## config.mk

```make
export PLATFORM = sky130hd
export DESIGN_NAME = bus_controller
export DESIGN_NICKNAME = d
export VERILOG_FILES = /design/src/rtl/bus_controller.sv
export SDC_FILE = /design/constraint.sdc
export NUM_CORES = 1
export LEC_CHECK = 0
export BUFFER_PORTS_ARGS = -buffer_cell sky130_fd_sc_hd__buf_4
export CORE_UTILIZATION = 48
export DETAILED_ROUTE_END_ITERATION = 7
export GPL_TIMING_DRIVEN = 0
export HOLD_SLACK_MARGIN = 0.03
export PLACE_DENSITY_LB_ADDON = 0.05
export SLEW_MARGIN = 15
export SYNTH_ARGS = -nofsm -noshare
export SYNTH_HDL_FRONTEND = slang
export SYNTH_SLANG_ARGS = --single-unit
```

## constraint.sdc

```tcl
create_clock -name clk -period 1.9 [get_ports clk]
set_input_delay 0.19 -clock clk [delete_from_list [all_inputs] [get_ports clk]]
set_output_delay 0.19 -clock clk [all_outputs]
set_load 0.05 [all_outputs]
```

## src/rtl/bus_controller.sv

```systemverilog
// bus_controller: sequences 1..4 byte transfers over a shared byte bus with two address latches.
// Option: define BUS_CONTROLLER_LATCH_SKIP_EN to skip the high-address latch when address[15:8] is unchanged.
module bus_controller #(
   parameter int unsigned ACCESS_CYCLES = 32'd2
) (
   input  logic        clk,
   input  logic        rst,
   input  logic [23:0] address,
   input  logic        read,
   input  logic        write,
   input  logic [1:0]  byteCount,
   input  logic [31:0] dataIn,
   output logic [31:0] dataOut,
   output logic        dataOutReady,
   output logic        dataInReady,
   output logic [7:0]  busOut,
   output logic        busOe,
   input  logic [7:0]  busIn,
   output logic        addressLatch0,
   output logic        addressLatch1,
   output logic        ramChipEnable,
   output logic        ramRead,
   output logic        ramWrite,
   output logic        romChipEnable,
   output logic        romRead
);

   localparam logic [2:0] IDLE    = 3'd0;
   localparam logic [2:0] LAT_LO  = 3'd1;
   localparam logic [2:0] LAT_HI  = 3'd2;
   localparam logic [2:0] ACCESS  = 3'd3;
   localparam logic [2:0] RECOVER = 3'd4;
   localparam logic [2:0] DONE    = 3'd5;

   localparam logic [3:0] ACC_LAST = 4'(ACCESS_CYCLES - 32'd1);

   logic [2:0]  state_r, nextState_s;
   logic [15:0] addr_r, nextAddr_s;
   logic [1:0]  count_r, nextCount_s;
   logic [1:0]  byteIdx_r, nextIdx_s;
   logic [31:0] data_r, nextData_s;
   logic        isRead_r, nextIsRead_s;
   logic [3:0]  accCnt_r, nextAcc_s;

   logic [7:0]  busOut_s, wrByte_s;
   logic        busOe_s, lat0_s, lat1_s, ramCe_s, ramRd_s, ramWr_s, romCe_s, romRd_s;
   logic        outRdy_s, inRdy_s, sampleByte_s;
   logic        unusedAddrHi_s;

   assign unusedAddrHi_s = ^address[23:16];
   assign sampleByte_s   = (state_r == ACCESS) && (accCnt_r == ACC_LAST) && isRead_r;

   // Next-state and transfer bookkeeping.
   always_comb begin
      nextState_s  = state_r;
      nextAddr_s   = addr_r;
      nextCount_s  = count_r;
      nextIdx_s    = byteIdx_r;
      nextData_s   = data_r;
      nextIsRead_s = isRead_r;
      nextAcc_s    = accCnt_r;
      case (state_r)
         IDLE: begin
            if (read || write) begin
               nextState_s  = LAT_LO;
               nextAddr_s   = address[15:0];
               nextCount_s  = byteCount;
               nextData_s   = dataIn;
               nextIsRead_s = read;
               nextIdx_s    = 2'd0;
            end else begin
               nextState_s  = IDLE;
            end
         end
         LAT_LO: begin
            nextAcc_s = 4'd0;
`ifdef BUS_CONTROLLER_LATCH_SKIP_EN
            // Address only ever steps by one, so the high byte moved iff the low byte wrapped to zero.
            if ((byteIdx_r != 2'd0) && (addr_r[7:0] != 8'h00)) begin
               nextState_s = ACCESS;
            end else begin
               nextState_s = LAT_HI;
            end
`else
            nextState_s = LAT_HI;
`endif
         end
         LAT_HI: begin
            nextState_s = ACCESS;
            nextAcc_s   = 4'd0;
         end
         ACCESS: begin
            if (accCnt_r == ACC_LAST) begin
               nextState_s = RECOVER;
            end else begin
               nextState_s = ACCESS;
               nextAcc_s   = accCnt_r + 4'd1;
            end
         end
         RECOVER: begin
            if (byteIdx_r != count_r) begin
               nextState_s = LAT_LO;
               nextIdx_s   = byteIdx_r + 2'd1;
               nextAddr_s  = addr_r + 16'd1;
            end else begin
               nextState_s = DONE;
            end
         end
         DONE:    nextState_s = IDLE;
         default: nextState_s = IDLE;
      endcase
   end

   // Bus outputs decoded from the upcoming state so the registered outputs line up with it.
   always_comb begin
      busOut_s = 8'h00;
      busOe_s  = 1'b0;
      lat0_s   = 1'b0;
      lat1_s   = 1'b0;
      ramCe_s  = 1'b0;
      ramRd_s  = 1'b0;
      ramWr_s  = 1'b0;
      romCe_s  = 1'b0;
      romRd_s  = 1'b0;
      outRdy_s = 1'b0;
      inRdy_s  = 1'b0;
      wrByte_s = nextData_s[{nextIdx_s, 3'b000} +: 8];
      case (nextState_s)
         LAT_LO: begin
            busOe_s  = 1'b1;
            busOut_s = nextAddr_s[7:0];
            lat0_s   = 1'b1;
         end
         LAT_HI: begin
            busOe_s  = 1'b1;
            busOut_s = nextAddr_s[15:8];
            lat1_s   = 1'b1;
         end
         ACCESS: begin
            if (nextIsRead_s) begin
               ramCe_s = nextAddr_s[15];
               ramRd_s = nextAddr_s[15];
               romCe_s = ~nextAddr_s[15];
               romRd_s = ~nextAddr_s[15];
            end else if (nextAddr_s[15]) begin
               ramCe_s  = 1'b1;
               ramWr_s  = 1'b1;
               busOe_s  = 1'b1;
               busOut_s = wrByte_s;
            end else begin
               busOe_s  = 1'b0;   // ROM cannot be written: bus stays idle
            end
         end
         DONE: begin
            outRdy_s = nextIsRead_s;
            inRdy_s  = ~nextIsRead_s;
         end
         default: busOe_s = 1'b0;
      endcase
   end

   // State, datapath and registered outputs.
   always_ff @(posedge clk) begin
      if (rst) begin
         state_r       <= IDLE;
         addr_r        <= 16'h0000;
         count_r       <= 2'd0;
         byteIdx_r     <= 2'd0;
         data_r        <= 32'h0000_0000;
         isRead_r      <= 1'b0;
         accCnt_r      <= 4'd0;
         dataOut       <= 32'h0000_0000;
         dataOutReady  <= 1'b0;
         dataInReady   <= 1'b0;
         busOut        <= 8'h00;
         busOe         <= 1'b0;
         addressLatch0 <= 1'b0;
         addressLatch1 <= 1'b0;
         ramChipEnable <= 1'b0;
         ramRead       <= 1'b0;
         ramWrite      <= 1'b0;
         romChipEnable <= 1'b0;
         romRead       <= 1'b0;
      end else begin
         state_r       <= nextState_s;
         addr_r        <= nextAddr_s;
         count_r       <= nextCount_s;
         byteIdx_r     <= nextIdx_s;
         data_r        <= nextData_s;
         isRead_r      <= nextIsRead_s;
         accCnt_r      <= nextAcc_s;
         dataOutReady  <= outRdy_s;
         dataInReady   <= inRdy_s;
         busOut        <= busOut_s;
         busOe         <= busOe_s;
         addressLatch0 <= lat0_s;
         addressLatch1 <= lat1_s;
         ramChipEnable <= ramCe_s;
         ramRead       <= ramRd_s;
         ramWrite      <= ramWr_s;
         romChipEnable <= romCe_s;
         romRead       <= romRd_s;
         // First byte of a read clears the upper lanes so short reads return zeros above byteCount.
         if (sampleByte_s && (byteIdx_r == 2'd0)) begin
            dataOut <= {24'h000000, busIn};
         end else if (sampleByte_s) begin
            dataOut[{byteIdx_r, 3'b000} +: 8] <= busIn;
         end else begin
            dataOut <= dataOut;
         end
      end
   end

endmodule

```

==> results list <==
* Delay of the slowest critical-path stage: 0.44 ns
* Global routing usage summed across all routing layers: 29.1%
- For this run, the register share of the synthesized area comes to 44.7%.
* Peak clock frequency supported by timing: 0.457 GHz
- Number of flops mapped to enable cells by yosys: 0
- The detailed router finished its first iteration with 337 violations.
* Slew Limit Fails: 0
- Among all stages on the critical path, the largest delay is contributed by sky130_fd_sc_hd__or3_4.
* Bufs on Longest Clock Path: 2
- Clock skew on the completed layout was measured at 0.0203 ns.
- Actual transition at the worst max-transition pin: 0.625 ns
- Largest net degree at the start of global routing: 19
- Overall die width: 103 µm
* Sum of negative setup slack: -2.39 ns
- Hold-fix buffers at CTS: 0
- Across the whole layout, storage elements account for 2200 µm².
- Non-filler cells in the finished layout: 890
- Number of placed I/O pins: 120
- Total number of clock tree sinks: 109
- After detailed routing, the number of remaining DRC violations is 0.
- Syn_nets: 663
* Most common cell after layout, fill and taps aside: sky130_fd_sc_hd__buf_4
- In this design, the largest share of critical-path delay is due to simple AND/OR/NAND/NOR gates.
* Violations in the final reports: negative setup slack
- After synthesis the netlist holds a flip-flop and latch count of 109.
- Proportion of layout cells with a drive suffix above 1: 38.8%
- Global route total overflow: 0
* Predominant post-synthesis flop cell: sky130_fd_sc_hd__dfxtp_1
- Multi-input gate area in the final layout: 3010 µm²
- First-pass GRT wire length: 23,500 µm
- Static leakage power: 2.88 nW
* Avg Inst Size Synth: 8.33 µm²
- RSZ-0062 raised after global routing: true
- STA classifies the critical path endpoint as a flop.
- Routed length per instance: 18.1 µm
- Antenna violations before repair: 1
- The floorplan has 36 rows.
- In this run the tightest slew margin relative to its limit is 58.4%.
- For this run, the post-layout net count is 830.
* Post-route minimum period: 2.19 ns
- The root buffer cell chosen for the clock tree is sky130_fd_sc_hd__clkbuf_8.
- Port buffering added 111 buffers.
- Startpoint type of the worst setup path: flop
- Count of yosys warnings during synthesis: 0
- Post-synthesis cell type count: 60
* Final weighted congestion in routability-driven placement: 0.946
- Cell type with the highest aggregate area in the netlist: sky130_fd_sc_hd__dfxtp_1
- In this run, CTS created clock tree buffers numbering 9.
- Instance count of the mapped netlist: 586
* IR drop worst, VDD: 0.491 mV
- Summed over its instances, the top area cell type makes up 44.7% of the synthesized netlist area.
- Wire length on met3: 1150 µm
* Max_cap viols: 0
- After detailed routing, no signal wire sits above met4.
* Via count: 5,106
* Die ar.: 10,600 µm²
- Final count of hold timing violations: 0
- Reg clk slew, reported paths: 0.12 ns
- Setup violations remaining at the end of the flow were counted as 17.
* Number of vias per cell: 5.74
* Count of buffer and inverter cells on the critical path: 1
- On the final layout, the worst hold slack is 0.0437 ns.
- The number of global-route vias before repair is 4,639.
* TritonRoute pass-1 iters: 6
* Crit path kind: reg2reg
- The H-tree was split into 3 levels.
- TritonCTS built the clock tree.
- The count of nets left with antenna violations once routing finished came out at 0.
* Half-perimeter wire length of the detailed placement result: 10,200 µm
- The run finished, with violations left.
- The synthesized netlist occupies a cell area of 4880 µm².
- Of all nets on the critical path, the largest fanout is 7.
- Most area-consuming cells after synthesis: sky130_fd_sc_hd__dfxtp_1 45%, sky130_fd_sc_hd__nand2_1 8.4%, sky130_fd_sc_hd__a21oi_1 7.1%
- Clock latency on the worst-skew pair, taken at its later pin, is 0.38 ns.
- Cell count after placement: 830
- Synthesis-to-layout area growth: 48.3%
* Final worst slack: -0.290 ns
- Critical Path, Cell by Cell: buf_6 > or3b_4 > o311ai_4 > nand3_2 > or3_4 > o32ai_2
- After layout, the worst path uses 115% of the clock period.
- Measured along the y axis, the die boundary spans 103 µm.
- Final WL: 16,100 µm
- Async set-reset flop share out of synthesis: 0%
- Commonest cells after routing, fill and taps aside: 145 x sky130_fd_sc_hd__buf_4, 104 x sky130_fd_sc_hd__nand2_1, 101 x sky130_fd_sc_hd__dfxtp_1
* Core area: 9820 µm²
* Detailed-route wire length on metal 1: 6600 µm
- At the worst endpoint, the arrival time is 2.47 ns.
- The min-delay analysis places its worst path in the category in2reg.
* Required time at the endpoint of the critical path: 2.18 ns
- The routed design uses 7860 µm of met2 wire.
- Counting the fill cells in the layout gives 738.
- The initial utilization of the core area, before any placement, comes to 49.7%.
* Total power per unit cell area: 778 nW/µm²
- 0 antenna diodes ended up in the layout.
cell usage after synthesis (2+ instances only):
cell type / number
sky130_fd_sc_hd__nand2_1: 109
sky130_fd_sc_hd__or2b_1: 2
sky130_fd_sc_hd__o221ai_1: 2
sky130_fd_sc_hd__nand2b_1: 2
sky130_fd_sc_hd__a2111oi_0: 2
sky130_fd_sc_hd__xor2_1: 4
sky130_fd_sc_hd__or3_1: 3
sky130_fd_sc_hd__dfxtp_1: 109
sky130_fd_sc_hd__a211o_1: 2
sky130_fd_sc_hd__or2_2: 2
sky130_fd_sc_hd__o211ai_1: 8
sky130_fd_sc_hd__nor3b_1: 4
sky130_fd_sc_hd__mux2_2: 8
sky130_fd_sc_hd__and3_1: 4
sky130_fd_sc_hd__ha_1: 7
sky130_fd_sc_hd__nand4_1: 5
sky130_fd_sc_hd__nand3_1: 43
sky130_fd_sc_hd__buf_6: 2
sky130_fd_sc_hd__o311a_1: 3
sky130_fd_sc_hd__o21ai_1: 4
sky130_fd_sc_hd__inv_1: 10
sky130_fd_sc_hd__xnor2_1: 4
sky130_fd_sc_hd__o32ai_1: 2
sky130_fd_sc_hd__nor4_1: 5
sky130_fd_sc_hd__a211oi_2: 2
sky130_fd_sc_hd__or3b_1: 2
sky130_fd_sc_hd__nor2_1: 47
sky130_fd_sc_hd__a21o_1: 2
sky130_fd_sc_hd__nor3_1: 7
sky130_fd_sc_hd__a21oi_1: 69
sky130_fd_sc_hd__mux2i_1: 26
sky130_fd_sc_hd__a22oi_1: 2
sky130_fd_sc_hd__o22a_1: 2
sky130_fd_sc_hd__o21a_1: 4
sky130_fd_sc_hd__buf_2: 12
sky130_fd_sc_hd__and2_1: 7
sky130_fd_sc_hd__clkbuf_1: 18
sky130_fd_sc_hd__a31oi_1: 4
sky130_fd_sc_hd__a211oi_1: 3
sky130_fd_sc_hd__o21ai_0: 9
sky130_fd_sc_hd__o22ai_1: 5
area by class of cell:
cell class	count	share of cell area, %
multi-input cells	432	41.5
flip-flops and latches	109	30.4
repair buffers	161	18.5
plain buffers	29	3.58
well taps	133	2.30
clock buffers	9	1.71
clock inverters	6	1.33
inverters	11	0.657
worst paths after layout:
kind                       startpoint                        to  slack, ns  cells after the start
max             state_r[1]$_SDFF_PP0_      busOut[3]$_SDFF_PP0_      -0.29                      6
min reg2reg  dataOut[25]$_SDFFE_PP0P_  dataOut[25]$_SDFFE_PP0P_       0.46                      2
max reg2reg     state_r[1]$_SDFF_PP0_      busOut[3]$_SDFF_PP0_      -0.29                      6
min                       address[10]     addr_r[10]$_SDFF_PP0_       0.04                      3
worst reg2reg max path, stage by stage, from the launching register on:
cell and delay (ns):
sky130_fd_sc_hd__dfxtp_4 0.37, sky130_fd_sc_hd__buf_6 0.12, sky130_fd_sc_hd__or3b_4 0.40, sky130_fd_sc_hd__o311ai_4 0.28, sky130_fd_sc_hd__nand3_2 0.16, sky130_fd_sc_hd__or3_4 0.44
sky130_fd_sc_hd__o32ai_2 0.33
metrics by stage:
step | total power [W] | setup slack (ns) | util, % | area, µm²
floorplan | 0.00323 | -0.138 | - | 4890
global placement | 0.00358 | -0.591 | 60.0 | 5890
detailed placement | 0.00360 | -0.724 | 60.0 | 5890
CTS | 0.00532 | -0.352 | 69.2 | 6800
global route | 0.00582 | -0.335 | 73.7 | 7240
finish | 0.00563 | -0.290 | 73.7 | 7240
registers in the layout (all words and copies together) (netlist names), 2 cells and up:
signal / flops
addr_r: 16
accCnt_r: 4
data_r: 32
byteIdx_r: 2
count_r: 2
busOut: 8
state_r: 3
dataOut: 32
per-layer routing:
metal  up-vias  GRT usage (%)
met4         0           10.7
met3        55           4.27
li1       2392              -
met1      2391           37.8
met5         -              0
met2       268           49.2
report_power, final:
part	total [W]	switching, W	internal (W)
logic	0.00149	0.000806	0.000681
registers	0.00256	0.000125	0.00244
clock network	0.00158	0.000830	0.000752
cell families (layout without fill, tap and decap cells):
group,count (synthesis),count (layout),share of synthesized area [%]
mux,34,34,7.18
flops,109,109,44.7
xor+xnor,8,8,1.44
fa+ha+maj,7,7,1.79
simple gates,250,250,23.4
buf+inv,45,216,4.15
compound gates,133,133,17.3
timing repair:
item	CTS	global route
buffers inserted	33	17
cloned	1	1
pin swaps	23	26
setup endpoints to repair	82	77
gates resized for setup	110	82
No activity file was read; power rests on OpenSTA's default activity.
